===== src/rtl/vram_pkg.sv =====
// Shared constants and state encoding for the video RAM arbiter.
// Op codes match the CPU side encoding of cpu_op.
package vram_pkg;

    localparam int unsigned HBITS_DEF  = 7;
    localparam int unsigned VBITS_DEF  = 6;
    localparam int unsigned PIX_W      = 2;
    localparam int unsigned VRAM_WORDS = 8192;

    localparam logic [1:0] OP_READ  = 2'd0;
    localparam logic [1:0] OP_WRITE = 2'd1;
    localparam logic [1:0] OP_XOR   = 2'd2;
    localparam logic [1:0] OP_CLEAR = 2'd3;

    typedef enum logic [2:0] {
        StIdle,
        StIssueRd,
        StWaitRd,
        StIssueWr,
        StClear
    } state_e;

endpackage


===== src/rtl/vram_arbiter.sv =====
// Single-port VRAM arbiter: scan-out reads always win the slot, CPU operations
// (READ/WRITE/XOR/CLEAR) use the free slots through a valid/ready handshake.
module vram_arbiter
    import vram_pkg::*;
#(
    parameter int unsigned HBITS = HBITS_DEF,
    parameter int unsigned VBITS = VBITS_DEF
) (
    input  logic                   clk,
    input  logic                   reset,
    input  logic                   vid_req,
    input  logic [HBITS-1:0]       vid_hpos,
    input  logic [VBITS-1:0]       vid_vpos,
    output logic                   vid_rvalid,
    output logic [1:0]             vid_pixel,
    input  logic                   cpu_valid,
    output logic                   cpu_ready,
    input  logic [1:0]             cpu_op,
    input  logic [HBITS-1:0]       cpu_hpos,
    input  logic [VBITS-1:0]       cpu_vpos,
    input  logic [1:0]             cpu_pixeli,
    output logic                   cpu_done,
    output logic [1:0]             cpu_pixelo,
    output logic                   cpu_collide,
    output logic [HBITS+VBITS-1:0] mem_addr,
    output logic                   mem_we,
    output logic [1:0]             mem_din,
    input  logic [1:0]             mem_dout
);

    localparam int unsigned AW = HBITS + VBITS;

    state_e          state_q, state_d;
    logic [1:0]      op_q, op_d;
    logic [AW-1:0]   addr_q, addr_d;
    logic [1:0]      data_q, data_d;
    logic [1:0]      old_q, old_d;
    logic            collide_q, collide_d;
    logic [AW-1:0]   cnt_q, cnt_d;
    logic [AW-1:0]   last_addr_q, last_addr_d;
    logic            vid_rvalid_q, vid_rvalid_d;
    logic [1:0]      vid_pix_q, vid_pix_d;
    logic            free_slot;

    assign free_slot = ~vid_req;

    always_ff @(posedge clk) begin
        if (reset) begin
            state_q      <= StIdle;
            op_q         <= OP_READ;
            addr_q       <= '0;
            data_q       <= '0;
            old_q        <= '0;
            collide_q    <= 1'b0;
            cnt_q        <= '0;
            last_addr_q  <= '0;
            vid_rvalid_q <= 1'b0;
            vid_pix_q    <= '0;
        end else begin
            state_q      <= state_d;
            op_q         <= op_d;
            addr_q       <= addr_d;
            data_q       <= data_d;
            old_q        <= old_d;
            collide_q    <= collide_d;
            cnt_q        <= cnt_d;
            last_addr_q  <= last_addr_d;
            vid_rvalid_q <= vid_rvalid_d;
            vid_pix_q    <= vid_pix_d;
        end
    end

    always_comb begin
        state_d   = state_q;
        op_d      = op_q;
        addr_d    = addr_q;
        data_d    = data_q;
        old_d     = old_q;
        collide_d = collide_q;
        cnt_d     = cnt_q;
        unique case (state_q)
            StIdle: begin
                if (cpu_valid) begin
                    op_d      = cpu_op;
                    addr_d    = {cpu_vpos, cpu_hpos};
                    data_d    = cpu_pixeli;
                    old_d     = '0;
                    collide_d = 1'b0;
                    cnt_d     = '0;
                    unique case (cpu_op)
                        OP_READ, OP_XOR: state_d = StIssueRd;
                        OP_WRITE:        state_d = StIssueWr;
                        default:         state_d = StClear;
                    endcase
                end
            end
            StIssueRd: begin
                if (free_slot) state_d = StWaitRd;
            end
            StWaitRd: begin
                old_d = mem_dout;
                if (op_q == OP_XOR) begin
                    // data_q now carries the XORed pixel for the write-back.
                    data_d    = mem_dout ^ data_q;
                    collide_d = mem_dout[0] & data_q[0];
                    state_d   = StIssueWr;
                end else begin
                    state_d = StIdle;
                end
            end
            StIssueWr: begin
                if (free_slot) state_d = StIdle;
            end
            StClear: begin
                if (free_slot) begin
                    if (cnt_q == '1) begin
                        cnt_d   = '0;
                        state_d = StIdle;
                    end else begin
                        cnt_d = cnt_q + 1'b1;
                    end
                end
            end
            default: state_d = StIdle;
        endcase
    end

    always_comb begin
        mem_we      = 1'b0;
        mem_din     = '0;
        mem_addr    = last_addr_q;
        cpu_done    = 1'b0;
        cpu_ready   = (state_q == StIdle);
        cpu_pixelo  = old_q;
        cpu_collide = 1'b0;
        if (vid_req) begin
            mem_addr = {vid_vpos, vid_hpos};
        end else begin
            unique case (state_q)
                StIssueRd: mem_addr = addr_q;
                StIssueWr: begin
                    mem_addr    = addr_q;
                    mem_we      = 1'b1;
                    mem_din     = data_q;
                    cpu_done    = 1'b1;
                    cpu_collide = collide_q;
                end
                StClear: begin
                    mem_addr = cnt_q;
                    mem_we   = 1'b1;
                    cpu_done = (cnt_q == '1);
                end
                default: ;
            endcase
        end
        if (state_q == StWaitRd && op_q == OP_READ) begin
            cpu_done   = 1'b1;
            cpu_pixelo = mem_dout;
        end
        vid_rvalid   = vid_rvalid_q;
        vid_pixel    = vid_rvalid_q ? mem_dout : vid_pix_q;
        vid_pix_d    = vid_pixel;
        vid_rvalid_d = vid_req;
        last_addr_d  = mem_addr;
    end

endmodule


===== config.mk =====
export PLATFORM = sky130hd
export DESIGN_NAME = vram_arbiter
export DESIGN_NICKNAME = d
export VERILOG_FILES = /design/src/rtl/vram_pkg.sv /design/src/rtl/vram_arbiter.sv
export SDC_FILE = /design/constraint.sdc
export NUM_CORES = 1
export LEC_CHECK = 0
export ABC_AREA = 1
export BUFFER_PORTS_ARGS = -buffer_cell sky130_fd_sc_hd__buf_2
export CAP_MARGIN = 30
export CORE_ASPECT_RATIO = 1.4
export CORE_UTILIZATION = 40
export CTS_CLUSTER_DIAMETER = 120
export DETAILED_ROUTE_END_ITERATION = 8
export MAX_ROUTING_LAYER = met4
export PLACE_DENSITY = 0.6
export SLEW_MARGIN = 15
export SYNTH_ARGS = -nofsm -noshare
export SYNTH_HDL_FRONTEND = slang
export SYNTH_SLANG_ARGS = --single-unit
export TNS_END_PERCENT = 50

===== constraint.sdc =====
create_clock -name clk -period 1.8 [get_ports clk]
set_input_delay 0.18 -clock clk [delete_from_list [all_inputs] [get_ports clk]]
set_output_delay 0.18 -clock clk [all_outputs]
set_load 0.01 [all_outputs]

Word level (Yosys, flattened, before mapping)
Cells that the tools add are included.
{"block": "word_totals", "regBits": 52, "latchBits": 0, "ram_bits": 0, "romBits": 0, "in_bits": 36, "out_inout_bits": 24, "wordCells": 74, "mem_count": 0}
{"block": "classes", "addsub": 1, "mul": 0, "div": 0, "magnitude_cmp": 0, "n_eq_ne": 14, "shift": 0, "muxes": 33, "bitwise_logic": 2, "reduce_logical": 14}
{"op": "13-bit 2-to-1 mux", "n": 4}
{"op": "13-bit case mux with 2 select lines", "n": 2}
{"op": "2-bit 2-to-1 mux", "n": 8}
{"op": "3-bit 2-to-1 mux", "n": 5}
{"op": "3-bit case mux with 5 select lines", "n": 1}
{"op": "13-bit by 1-bit adder with 13-bit output, second input constant", "n": 1}
{"op": "13-bit == test, second input constant", "n": 1}
{"op": "2-bit inequality test, second input constant", "n": 6}
{"op": "1-bit 2-to-1 mux", "n": 8}
{"op": "2-bit case mux with 2 select lines", "n": 2}
{"op": "3-bit by 2-bit == test with 1-bit output, second input constant", "n": 2}
{"op": "3-bit case mux with 2 select lines", "n": 1}
{"op": "3-bit AND reduction", "n": 2}
{"op": "2-bit OR reduction", "n": 3}
{"op": "5-bit AND reduction", "n": 1}
{"op": "2-bit == test, second input constant", "n": 2}
{"op": "2-bit zero test", "n": 2}
{"op": "1-bit case mux with 2 select lines", "n": 2}
{"op": "2-bit AND reduction", "n": 2}
{"op": "2-bit nonzero test", "n": 2}
{"op": "3-bit by 1-bit == test with 1-bit output, second input constant", "n": 1}
{"op": "3-bit == test, second input constant", "n": 1}
{"op": "3-bit zero test", "n": 1}
{"op": "2-bit by 1-bit == test with 1-bit output, second input constant", "n": 1}
{"op": "3 further kinds", "n": 3}

Longest topological paths before layout
Gate-level depths: netlist of run 1.
{"block": "depth", "ltp_word": 5, "depth_mapped": 9, "depth_no_buf": 9}

Least setup slack after synthesis of run 1
Ideal clock, no wire load.
{"block": "synth_path", "kind": "reg-to-output", "start": "reg state_q[2]", "end": "out cpu_pixelo[0]", "arrival_time_ns": 1.210, "required_time_ns": 1.620, "path_slack_ns": 0.410, "stages_incl_launch_ff": 6, "n_path_buf": 0, "cell_sequence": "dfxtp_1 -> nor2_4 -> nand2_1 -> inv_1 -> nand3_1 -> o21ai_0"}
{"block": "synth_via", "elab_chain_cells": 3}
{"item": "from (decl)", "line": "vram_arbiter.sv:33", "rtl": "state_e state_q, state_d;"}
{"item": "from (signal assigned)", "line": "vram_arbiter.sv:49", "rtl": "state_q <= StIdle;"}
{"item": "from (signal assigned)", "line": "vram_arbiter.sv:60", "rtl": "state_q <= state_d;"}
{"item": "3-bit by 2-bit == test with 1-bit output", "line": "vram_arbiter.sv:156", "rtl": "if (state_q == StWaitRd && op_q == OP_READ) begin"}
{"item": "1-bit logical AND", "line": "vram_arbiter.sv:156"}
{"item": "2-bit 2-to-1 mux", "line": "vram_arbiter.sv:156"}
{"item": "to (decl)", "line": "vram_arbiter.sv:23", "rtl": "output logic [1:0] cpu_pixelo,"}
No other way between the ends.

Final worst setup path of run 1
{"block": "layout_path", "start": "reg state_q[2]", "end": "out mem_addr[2]"}
{"block": "layout_via", "elab_chain_cells": 4, "elab_cells_between_ends": 6, "classes_between": "3 x eq/ne; 2 x mux; 1 x reduce/logical"}
{"item": "3-bit by 2-bit == test with 1-bit output or 3-bit by 1-bit == test with 1-bit output (tied branches)", "line": "vram_arbiter.sv:139", "rtl": "unique case (state_q)"}
{"item": "2-bit OR reduction (no source line)"}
{"item": "13-bit case mux with 2 select lines *", "line": "vram_arbiter.sv:139"}
{"item": "13-bit 2-to-1 mux *", "line": "vram_arbiter.sv:136", "rtl": "if (vid_req) begin"}
{"item": "to (decl)", "line": "vram_arbiter.sv:25", "rtl": "output logic [HBITS+VBITS-1:0] mem_addr,"}
Every way passes the cells marked *; elsewhere a longest branch is shown, timed or not.

==> results.yml, run 1 <==
status:
  status: "finished, violations left"
  violations: "DRC"
layout:
  diodes: 0
  nNetsFinal: 519
  drive_above_1_share_pct: 25.52
  regArea_sq_um: 1057
  fillCellCount: 672
  multiInputGateArea_sq_um: 1421
  syn_to_final_growth_pct: 22.55
grt:
  grt_pass1_vias: 2528
  gr-usage-all-layers_pct: 21.08
  grt_first_pass_wirelength_microns: 11450
  grt_max_degree: 29
  grt_antenna_before_repair: 0
  overflow: 0
min_path:
  hold_start: "cpu_vpos[0]"
  hold_path.class: "primary input to flop"
clock_tree:
  cts_tree: "built"
  cts_buffer_depth: 2
  cts_hold_buf: 0
  root_buffer: "clkbuf_8"
  path_clk_slew_ns: 0.09
  clock_latency_ns: 0.30
  htree_levels: 2
  cts.sinks: 52
  cts_inserted_buffers: 5
detailed_routing:
  postRouteAntennaNets: 0
  drt_iter0_markers: 143
  vias: 2741
  met1_length_microns: 2977
  vias_per_cell: 4.948
  drc: 2
  routed-wl-met2_microns: 3573
  dr.pass1.iters: 6
  top_layer: "met4"
  wirelength_microns: 6962
  met3_length_microns: 249
  wire_per_inst_microns: 12.57
setup_path:
  cp-start-kind: "flop"
  critPathKind: "flop to output pin"
  rr_startpoint: "cnt_q[0]$_SDFFE_PP0P_"
  crit_path_end_kind: "output pin"
  required_ns: 1.62
  arrival_ns: 1.56
  crit_start: "state_q[2]$_SDFFE_PP0P_"
  crit_fanout: 7
floorplan:
  start_util_pct: 42.28
  core-area_sq_um: 6339
  ios: 60
  die_w_microns: 71.18
  placementRows: 34
  fp.dieArea_sq_um: 7036
  die_h_microns: 98.85
logic_synthesis:
  yosys-top-cells-area: "dfxtp_1 (39%), nand2_1 (20%), inv_1 (6.9%), nor2_1 (5.9%), a21oi_1 (5.2%)"
  yosys_warnings: 0
  synth_top_area_share_pct: 38.84
  synth_commonest_cells: "nand2_1 (141), dfxtp_1 (52), inv_1 (49), nor2_1 (42), a21oi_1 (28)"
  seq_area_frac_synth_pct: 38.84
  ys_ff_latch: 52
  synthArstFlopShare_pct: 0
  synth_top_cell_by_area: "dfxtp_1"
  synth_most_common_cell: "nand2_1"
  synth-edff-count: 0
  synth_cell_type_count: 30
  synth_area_sq_um: 2680
  synth_ff_type: "dfxtp_1"
  synth.net_count: 451
  syn_avg_cell_area_sq_um: 6.489
  syn_inst: 413
flow_run:
  cap_viol_max_count: 0
timing:
  tightest_slew_ns: 0.3613
  slew_violations: 0
  final_hold_viol_count: 0
  setup_viol: 0
  fin_crit_sh_pct: 96.56
  worst_slack_ns: 0.06195
  maxSlewHeadroom_pct: 75.89
  fin_skew_ns: 0.007677
  timing.hold.ws_ns: 0.1206
  rsz0062_at_grt: "true"
  finalCriticalPeriod_ns: 1.738
  fmax_mhz: 575.4
pwr:
  power.density_nw_per_um2: 1177
  ir_worst_vdd_uv: 632.7
  leakage_nw: 1.549
placed_design:
  post-place-ws_ns: 0.1376
  hpwl_microns: 5089
  port_buffers: 59
  gp_congestion: 0.8787
==> cells by family (layout without fill, tap and decap cells) <==
logic type | after synthesis | after routing | share of synthesized area [%]
simple gates | 247 | 247 | 40.48
buf+inv | 66 | 135 | 10.22
flops | 52 | 52 | 38.84
compound gates | 42 | 42 | 8.217
xor+xnor | 4 | 4 | 1.307
fa+ha+maj | 2 | 2 | 0.9336
==> flip-flops by register name (all words and copies together) (netlist names) <==
signal / count
op_q: 2
data_q: 2
old_q: 2
cnt_q: 13
vid_pix_q: 2
vid_rvalid: 1
addr_q: 13
state_q: 3
last_addr_q: 13
collide_q: 1
==> what timing repair did <==
item / in CTS / in global routing
gates cloned: 1 / 0
endpoints found under the setup margin: 20 / 16
buffers inserted: 0 / 8
pin swaps: 0 / 7
gates resized for setup: 15 / 19
==> final timing paths <==
check	to	slack (ns)	cells after the start
setup / recovery	mem_addr[2]	0.06	8
hold / removal	addr_q[7]$_SDFFE_PP0P_	0.12	3
setup reg to reg	cnt_q[12]$_SDFFE_PP0P_	0.20	9
hold reg to reg	addr_q[9]$_SDFFE_PP0P_	0.46	2
==> critical path, cell delays in order (launching register included) <==
cell	delay (ns)
dfxtp_4	0.42
inv_4	0.06
nand2_8	0.08
clkinvlp_4	0.19
nand2_1	0.12
nand4_1	0.09
nand2_1	0.11
inv_1	0.04
buf_2	0.13
==> layout by cell type, fill, tap and decap left out, types with 2 or more instances in the layout <==
cell type	Yosys	routed
nand2_1	141	135
o21ai_0	10	7
nand3_1	22	20
nand2_4	2	4
nand2_2	2	5
inv_1	49	47
dfxtp_4	0	4
nor2_4	1	2
nand3_2	0	2
nor2_1	42	42
o21ai_1	0	3
buf_4	2	15
inv_6	0	2
buf_2	5	59
nand3b_1	2	2
nand4_1	16	16
a21oi_1	28	28
clkbuf_8	0	5
dfxtp_1	52	47
clkinvlp_4	0	3
xor2_1	3	3
nor3_1	3	3
or2_2	13	13
==> layer usage <==
layer	track usage, %	up-vias
met2	36.48	64
met1	24.79	1226
li1	-	1435
met3	2.556	16
met5	-	-
met4	7.538	0
==> where the power goes <==
group	internal [mW]	switching [mW]
registers	1.36	0.158
logic	0.601	1.08
clock network	0.278	0.393
total	2.24	1.63
==> final cells by class <==
type / count / share of cell area [%]
Clock inverter: 2 / 0.4952
Timing Repair Buffer: 74 / 12.42
Sequential cell: 52 / 32.19
Multi-Input combinational cell: 295 / 43.28
Timing Repair inverter: 1 / 0.2286
Clock buffer: 6 / 2.210
Inverter: 52 / 6.438
Tap cell: 72 / 2.743
==> through the flow <==
| step | cell area [sq um] | total power [mW] | instances | util (%) | TNS, ns |
|---|---|---|---|---|---|
| final | 3284 | 3.867 | 554 | 51.82 | 0 |
| after global routing | 3284 | 4.163 | 554 | 51.82 | -0.3173 |
| after CTS | 3168 | 3.703 | 546 | 49.98 | -0.001255 |
| after detailed placement | 3039 | 2.953 | 537 | 47.95 | 0 |
| after global placement | 3039 | 2.942 | 537 | 47.95 | 0 |
| after floorplan | 2680 | 2.621 | 413 | - | 0 |
No activity file was read; power rests on OpenSTA's default activity.
==> inputs of run 2 (changes only) <==
--- a/config.mk
+++ b/config.mk
@@ -5,7 +5,6 @@
 export SDC_FILE = /design/constraint.sdc
 export NUM_CORES = 1
 export LEC_CHECK = 0
-export ABC_AREA = 1
 export BUFFER_PORTS_ARGS = -buffer_cell sky130_fd_sc_hd__buf_2
 export CAP_MARGIN = 30
 export CORE_ASPECT_RATIO = 1.4
@@ -14,6 +13,7 @@
 export DETAILED_ROUTE_END_ITERATION = 8
 export MAX_ROUTING_LAYER = met4
 export PLACE_DENSITY = 0.6
+export SKIP_LAST_GASP = 1
 export SLEW_MARGIN = 15
 export SYNTH_ARGS = -nofsm -noshare
 export SYNTH_HDL_FRONTEND = slang
==> run 2 against run 1 <==
Compared with the run above:
- the flow finishes with violations (setup timing)
- combinational power grew 42%
- design area grew 21%
- global-route usage grew 1.6 points
- core utilization grew 7.4 points
- register-to-register slack lost 0.19 ns
- sequential share of layout area shrank 5.3 points
- synthesized cell count shrank 15%
- worst hold slack lost 0.029 ns
- flip-flop and latch count is the same
==> results.yml, run 2 <==
logic_synthesis:
  synth_area_sq_um: 2809
  yosys_warnings: 0
  synth_top_area_share_pct: 37.06
  ys_ff_latch: 52
  synth_top_family_by_area: "simple AND/OR/NAND/NOR gates"
  synth_commonest_cells: "nand2_1 (67), dfxtp_1 (52), a21oi_1 (36), nor2b_1 (27), o21ai_0 (16)"
  syn_inst: 350
  seq_area_frac_synth_pct: 37.06
  synthArstFlopShare_pct: 0
  synthXorXnorAreaFrac_pct: 1.559
  synthAdderAreaFrac_pct: 0.8909
  synth_mux_area_share_pct: 3.430
  synth_compound_area_share_pct: 23.61
  synthSimpleGateAreaFrac_pct: 28.37
  synth_cell_type_count: 54
  synth-edff-count: 0
  synth.net_count: 388
  yosys-top-cells-area: "dfxtp_1 (37%), nand2_1 (9.0%), a21oi_1 (6.4%), nor2b_1 (6.0%), a311o_1 (3.2%)"
  synth_ff_type: "dfxtp_1"
  synth_most_common_cell: "nand2_1"
  synth_top_cell_by_area: "dfxtp_1"
  syn_avg_cell_area_sq_um: 8.026
detailed_routing:
  drt_iter0_markers: 135
  postRouteAntennaNets: 0
  wirelength_microns: 8211
  wire_per_inst_microns: 15.18
  vias_per_cell: 5.386
  drc: 0
  dr.pass1.iters: 4
  vias: 2914
floorplan:
  die_h_microns: 101.2
  fp.dieArea_sq_um: 7366
  die_w_microns: 72.83
  ios: 60
  start_util_pct: 41.92
  placementRows: 35
  core-area_sq_um: 6700
grt:
  grt_pass1_vias: 2592
  gr-usage-all-layers_pct: 22.67
  overflow: 0
  grt_max_degree: 55
  grt_antenna_before_repair: 0
  grt_first_pass_wirelength_microns: 12680
setup_path:
  critPathKind: "flop to output pin"
  crit_path_end_kind: "output pin"
  arrival_ns: 1.77
  cp-start-kind: "flop"
  required_ns: 1.62
  crit_fanout: 6
timing:
  final_hold_viol_count: 0
  worst_slack_ns: -0.1502
  rsz0062_at_grt: "true"
  fin_crit_sh_pct: 108.3
  tns_ns: -0.9469
  tightest_slew_ns: 0.3985
  setup_viol: 14
  maxSlewHeadroom_pct: 73.32
  fin_skew_ns: 0.01001
  slew_violations: 0
  finalCriticalPeriod_ns: 1.950
  fmax_mhz: 512.8
clock_tree:
  root_buffer: "clkbuf_8"
  path_clk_slew_ns: 0.10
  cts_inserted_buffers: 5
  cts.sinks: 52
  cts_buffer_depth: 2
  clock_latency_ns: 0.31
  htree_levels: 2
  cts_tree: "built"
placed_design:
  hpwl_microns: 5265
  post-place-ws_ns: 0.001751
  port_buffers: 59
  gp_congestion: 0.9441
layout:
  drive_above_1_share_pct: 38.75
  syn_to_final_growth_pct: 41.25
  final_cell_mix: "nand2_1 (61), buf_2 (58), buf_4 (43), dfxtp_1 (41), a21oi_1 (34)"
  fillCellCount: 632
  reg_top3: "addr_q: 13 flops, cnt_q: 13 flops, last_addr_q: 13 flops"
  diodes: 0
  nNetsFinal: 486
  final_common_cell: "nand2_1"
status:
  status: "finished, violations left"
  violations: "setup timing"
pwr:
  power_frac_comb_pct: 52.6
  power.density_nw_per_um2: 1140
  p_switching_mw: 1.681
  power_frac_seq_pct: 31.6
  ir_worst_vdd_uv: 648.3
  clock_power_share_pct: 15.9
  p_int_mw: 2.841
  switching_share_pct: 37.18
  leakage_nw: 1.642
min_path:
  hold_path.class: "primary input to flop"
flow_run:
  cap_viol_max_count: 0
## run 2: cell types whose count changed after synthesis, sizes merged, moves of 13 or more
cell | previous run | this run
nor2 | 45 | 8
or2 | 13 | 0
inv | 52 | 4
nand2 | 145 | 68
nor2b | 0 | 27
nand3 | 23 | 6
## run 2: area by class of cell
cell class                      count  area [sq um]  share of cell area, %
Sequential cell                    52          1067                  26.90
Clock buffer                        8         90.09                  2.271
Tap cell                           92         115.1                  2.901
Inverter                            4         15.01                 0.3784
Multi-Input combinational cell    266          1782                  44.91
Timing Repair Buffer              119         898.4                  22.64
## run 2: power groups by stage
stage | Combinational [mW] | Sequential (mW) | Clock, mW
2_1_floorplan | 1.07 | 1.40 | 0
3_3_place_gp | 1.56 | 1.43 | 0
3_5_place_dp | 1.57 | 1.43 | 0
4_1_cts | 2.00 | 1.42 | 0.727
5_1_grt | 2.57 | 1.45 | 0.762
6_report | 2.38 | 1.43 | 0.717
## run 2: cells by family (layout without fill, tap and decap cells)
family                   Yosys count  count (layout)
multiplexers                       9               9
buffers and inverters             32             131
AND/OR/NAND/NOR                  151             151
adder cells (fa/ha/maj)            2               2
AO/OA/AOI/OAI                     99              99
flip-flops                        52              52
XOR/XNOR                           5               5
## run 2: worst paths after layout
check / depth (start not counted) / to / slack, ns / from
max: 8 / mem_addr[12] / -0.15 / state_q[0]$_SDFFE_PP0P_
max reg2reg: 8 / data_q[0]$_SDFFE_PP0P_ / 0.01 / state_q[1]$_SDFFE_PP0P_
min: 3 / addr_q[0]$_SDFFE_PP0P_ / 0.09 / cpu_hpos[0]
min reg2reg: 2 / addr_q[3]$_SDFFE_PP0P_ / 0.46 / addr_q[3]$_SDFFE_PP0P_
## run 2: layer usage
layer  share of wire [%]  up-vias  global-route usage, %
met5                   0        -                      -
met4                 2.2        0                  7.994
met3                 2.7       13                  2.985
met2                  51       58                  38.53
met1                  44     1383                  27.26
li1                    -     1460                      -
## run 2: timing repair
action                                  in CTS  in global routing
pin swaps                                   11                 17
gates resized for setup                     30                 36
endpoints found under the setup margin      20                 40
hold buffers                                 0                  0
buffers inserted                            14                 15
cloned                                       2                  2
## run 2: through the flow
step / cells / util, % / instance area, sq um / power (mW) / hold slack [ns]
floorplan: 350 / - / 2809 / 2.463 / 0.3160
global placement: 500 / 49.92 / 3344 / 2.990 / 0.4228
detailed placement: 500 / 49.92 / 3344 / 3.003 / 0.4283
CTS: 524 / 54.75 / 3669 / 4.149 / 0.09085
global route: 541 / 59.22 / 3968 / 4.775 / 0.1095
finish: 541 / 59.22 / 3968 / 4.522 / 0.09184
## run 2: critical path: stages, from the launching register on
cell and delay (ns):
dfxtp_4 0.39, buf_12 0.14, nor2_4 0.14, buf_6 0.14
buf_4 0.10, nand2_2 0.07, a311o_1 0.29, nand2_1 0.06
buf_2 0.12
==> inputs of run 3 (changes only) <==
--- a/config.mk
+++ b/config.mk
@@ -7,12 +7,14 @@
 export LEC_CHECK = 0
 export BUFFER_PORTS_ARGS = -buffer_cell sky130_fd_sc_hd__buf_2
 export CAP_MARGIN = 30
+export CELL_PAD_IN_SITES_DETAIL_PLACEMENT = 1
+export CELL_PAD_IN_SITES_GLOBAL_PLACEMENT = 1
 export CORE_ASPECT_RATIO = 1.4
 export CORE_UTILIZATION = 40
 export CTS_CLUSTER_DIAMETER = 120
 export DETAILED_ROUTE_END_ITERATION = 8
 export MAX_ROUTING_LAYER = met4
-export PLACE_DENSITY = 0.6
+export PLACE_DENSITY = 0.78
 export SKIP_LAST_GASP = 1
 export SLEW_MARGIN = 15
 export SYNTH_ARGS = -nofsm -noshare
==> run 3 against run 2 <==
Compared with the run above:
- clock power up 24%
- the run still ends with setup timing left
- routed wire length is 25% higher
- global-route usage grew 4.8 points
- maximum frequency shrank 0.40%
- non-clock buffer count is 13 lower
==> results.yml, run 3 (synthesis gave the netlist of run 2 again) <==
layout:
  fin_area_sq_um: 3865
  final_core_util_pct: 57.68
  final_common_cell: "nand2_1"
  fillCellCount: 823
  syn_to_final_growth_pct: 37.59
  reg_top3: "addr_q: 13 flops, cnt_q: 13 flops, last_addr_q: 13 flops"
  final_cell_mix: "nand2_1 (61), buf_2 (59), dfxtp_1 (44), buf_4 (35), a21oi_1 (33)"
  drive_above_1_share_pct: 38.07
  nNetsFinal: 473
  fin_cells: 528
  diodes: 0
floorplan:
  ios: 60
  placementRows: 35
  start_util_pct: 41.92
  die_h_microns: 101.2
  die_w_microns: 72.83
  fp.dieArea_sq_um: 7366
  core-area_sq_um: 6700
timing:
  fin_crit_sh_pct: 108.8
  rsz0062_at_grt: "true"
  fmax_mhz: 510.7
  timing.hold.ws_ns: 0.08928
  final_hold_viol_count: 0
  tns_ns: -1.931
  slew_violations: 0
  maxSlewHeadroom_pct: 60.56
  worst_slack_ns: -0.1579
  tightest_slew_ns: 0.5902
  finalCriticalPeriod_ns: 1.958
  setup_viol: 26
  fin_skew_ns: 0.01590
setup_path:
  rr_startpoint: "cnt_q[4]$_SDFFE_PP0P_"
  critPathKind: "flop to output pin"
  reg2regPathDepth: 5
  cp-start-kind: "flop"
  crit_fanout: 18
  r2r_slack_ns: -0.12
  arrival_ns: 1.78
  crit_path_end_kind: "output pin"
  rr_endpoint: "state_q[0]$_SDFFE_PP0P_"
  required_ns: 1.62
min_path:
  min_to: "addr_q[7]$_SDFFE_PP0P_"
  hold_start: "cpu_vpos[0]"
  whs_path_depth: 3
  hold_path.class: "primary input to flop"
grt:
  grt_antenna_before_repair: 0
  gr-usage-all-layers_pct: 27.43
  grt_pass1_vias: 3056
  overflow: 0
  grt_max_degree: 35
  grt_first_pass_wirelength_microns: 15040
clock_tree:
  cts.sinks: 52
  cts_tree: "built"
  path_clk_slew_ns: 0.11
  htree_levels: 2
  cts_inserted_buffers: 5
  clock_latency_ns: 0.31
  cts_buffer_depth: 2
  cts_hold_buf: 0
  root_buffer: "clkbuf_8"
placed_design:
  post-place-ws_ns: -0.07378
  hpwl_microns: 6341
  gp_congestion: 0.8729
  place_area_sq_um: 3337
  place_inst: 504
  port_buffers: 59
pwr:
  ir_worst_vdd_uv: 503.0
  power.density_nw_per_um2: 1175
  power_mw: 4.542
  leakage_nw: 1.577
detailed_routing:
  drc: 0
  drt_iter0_markers: 138
  vias_per_cell: 5.716
  postRouteAntennaNets: 0
  vias: 3018
  wire_per_inst_microns: 19.37
  wirelength_microns: 10230
  dr.pass1.iters: 4
status:
  violations: "setup timing"
  status: "finished, violations left"
flow_run:
  cap_viol_max_count: 0
## run 3: area by class of cell
class                   instances  area (sq um)  share of cell area, %
inverters                       4         15.01                 0.3885
multi-input cells             266          1808                  46.78
flip-flops and latches         52          1066                  27.58
clock inverters                 2         38.79                  1.004
clock buffers                   6         82.58                  2.137
repair buffers                106         739.5                  19.13
well taps                      92         115.1                  2.978
## run 3: worst max path at each step
| stage | startpoint | endpoint | slack [ns] | cells after the start |
|---|---|---|---|---|
| floorplan | cnt_q[0]$_SDFFE_PP0P_ | cpu_done | 0.09 | 5 |
| global placement | state_q[1]$_SDFFE_PP0P_ | cnt_q[11]$_SDFFE_PP0P_ | -0.001 | 4 |
| detailed placement | cnt_q[0]$_SDFFE_PP0P_ | cnt_q[11]$_SDFFE_PP0P_ | -0.07 | 4 |
| CTS | cnt_q[0]$_SDFFE_PP0P_ | cpu_done | -0.18 | 5 |
| global route | state_q[0]$_SDFFE_PP0P_ | mem_addr[6] | -0.19 | 7 |
| finish | state_q[0]$_SDFFE_PP0P_ | mem_addr[6] | -0.16 | 7 |
## run 3: what timing repair did
action,4_1_cts,5_1_grt
pin swaps,12,16
buffers inserted,11,5
cloned,0,0
setup endpoints to repair,19,35
gates resized for setup,30,44
## run 3: report_power, final
part           switching (mW)  internal, mW  leakage (nW)  total (mW)
sequential              0.136          1.31         0.431        1.45
clock                   0.433         0.456        0.0614       0.889
combinational            1.22         0.987          1.08        2.21
total                    1.79          2.76          1.58        4.54
## run 3: per-layer routing
metal | up-vias | share of wire [%] | global-route usage (%)
met1 | 1499 | 40 | 29.17
met4 | 0 | 3.1 | 8.597
met5 | - | 0 | -
li1 | 1421 | - | -
met2 | 71 | 54 | 51.04
met3 | 27 | 2.9 | 4.378
## run 3: worst max-delay path, stage by stage, from the launching register on
cell and delay, ns:
dfxtp_4 0.39, buf_12 0.13, buf_12 0.15, nor2b_2 0.06, a211oi_2 0.33, a311o_1 0.19
nand2_1 0.07, buf_2 0.15
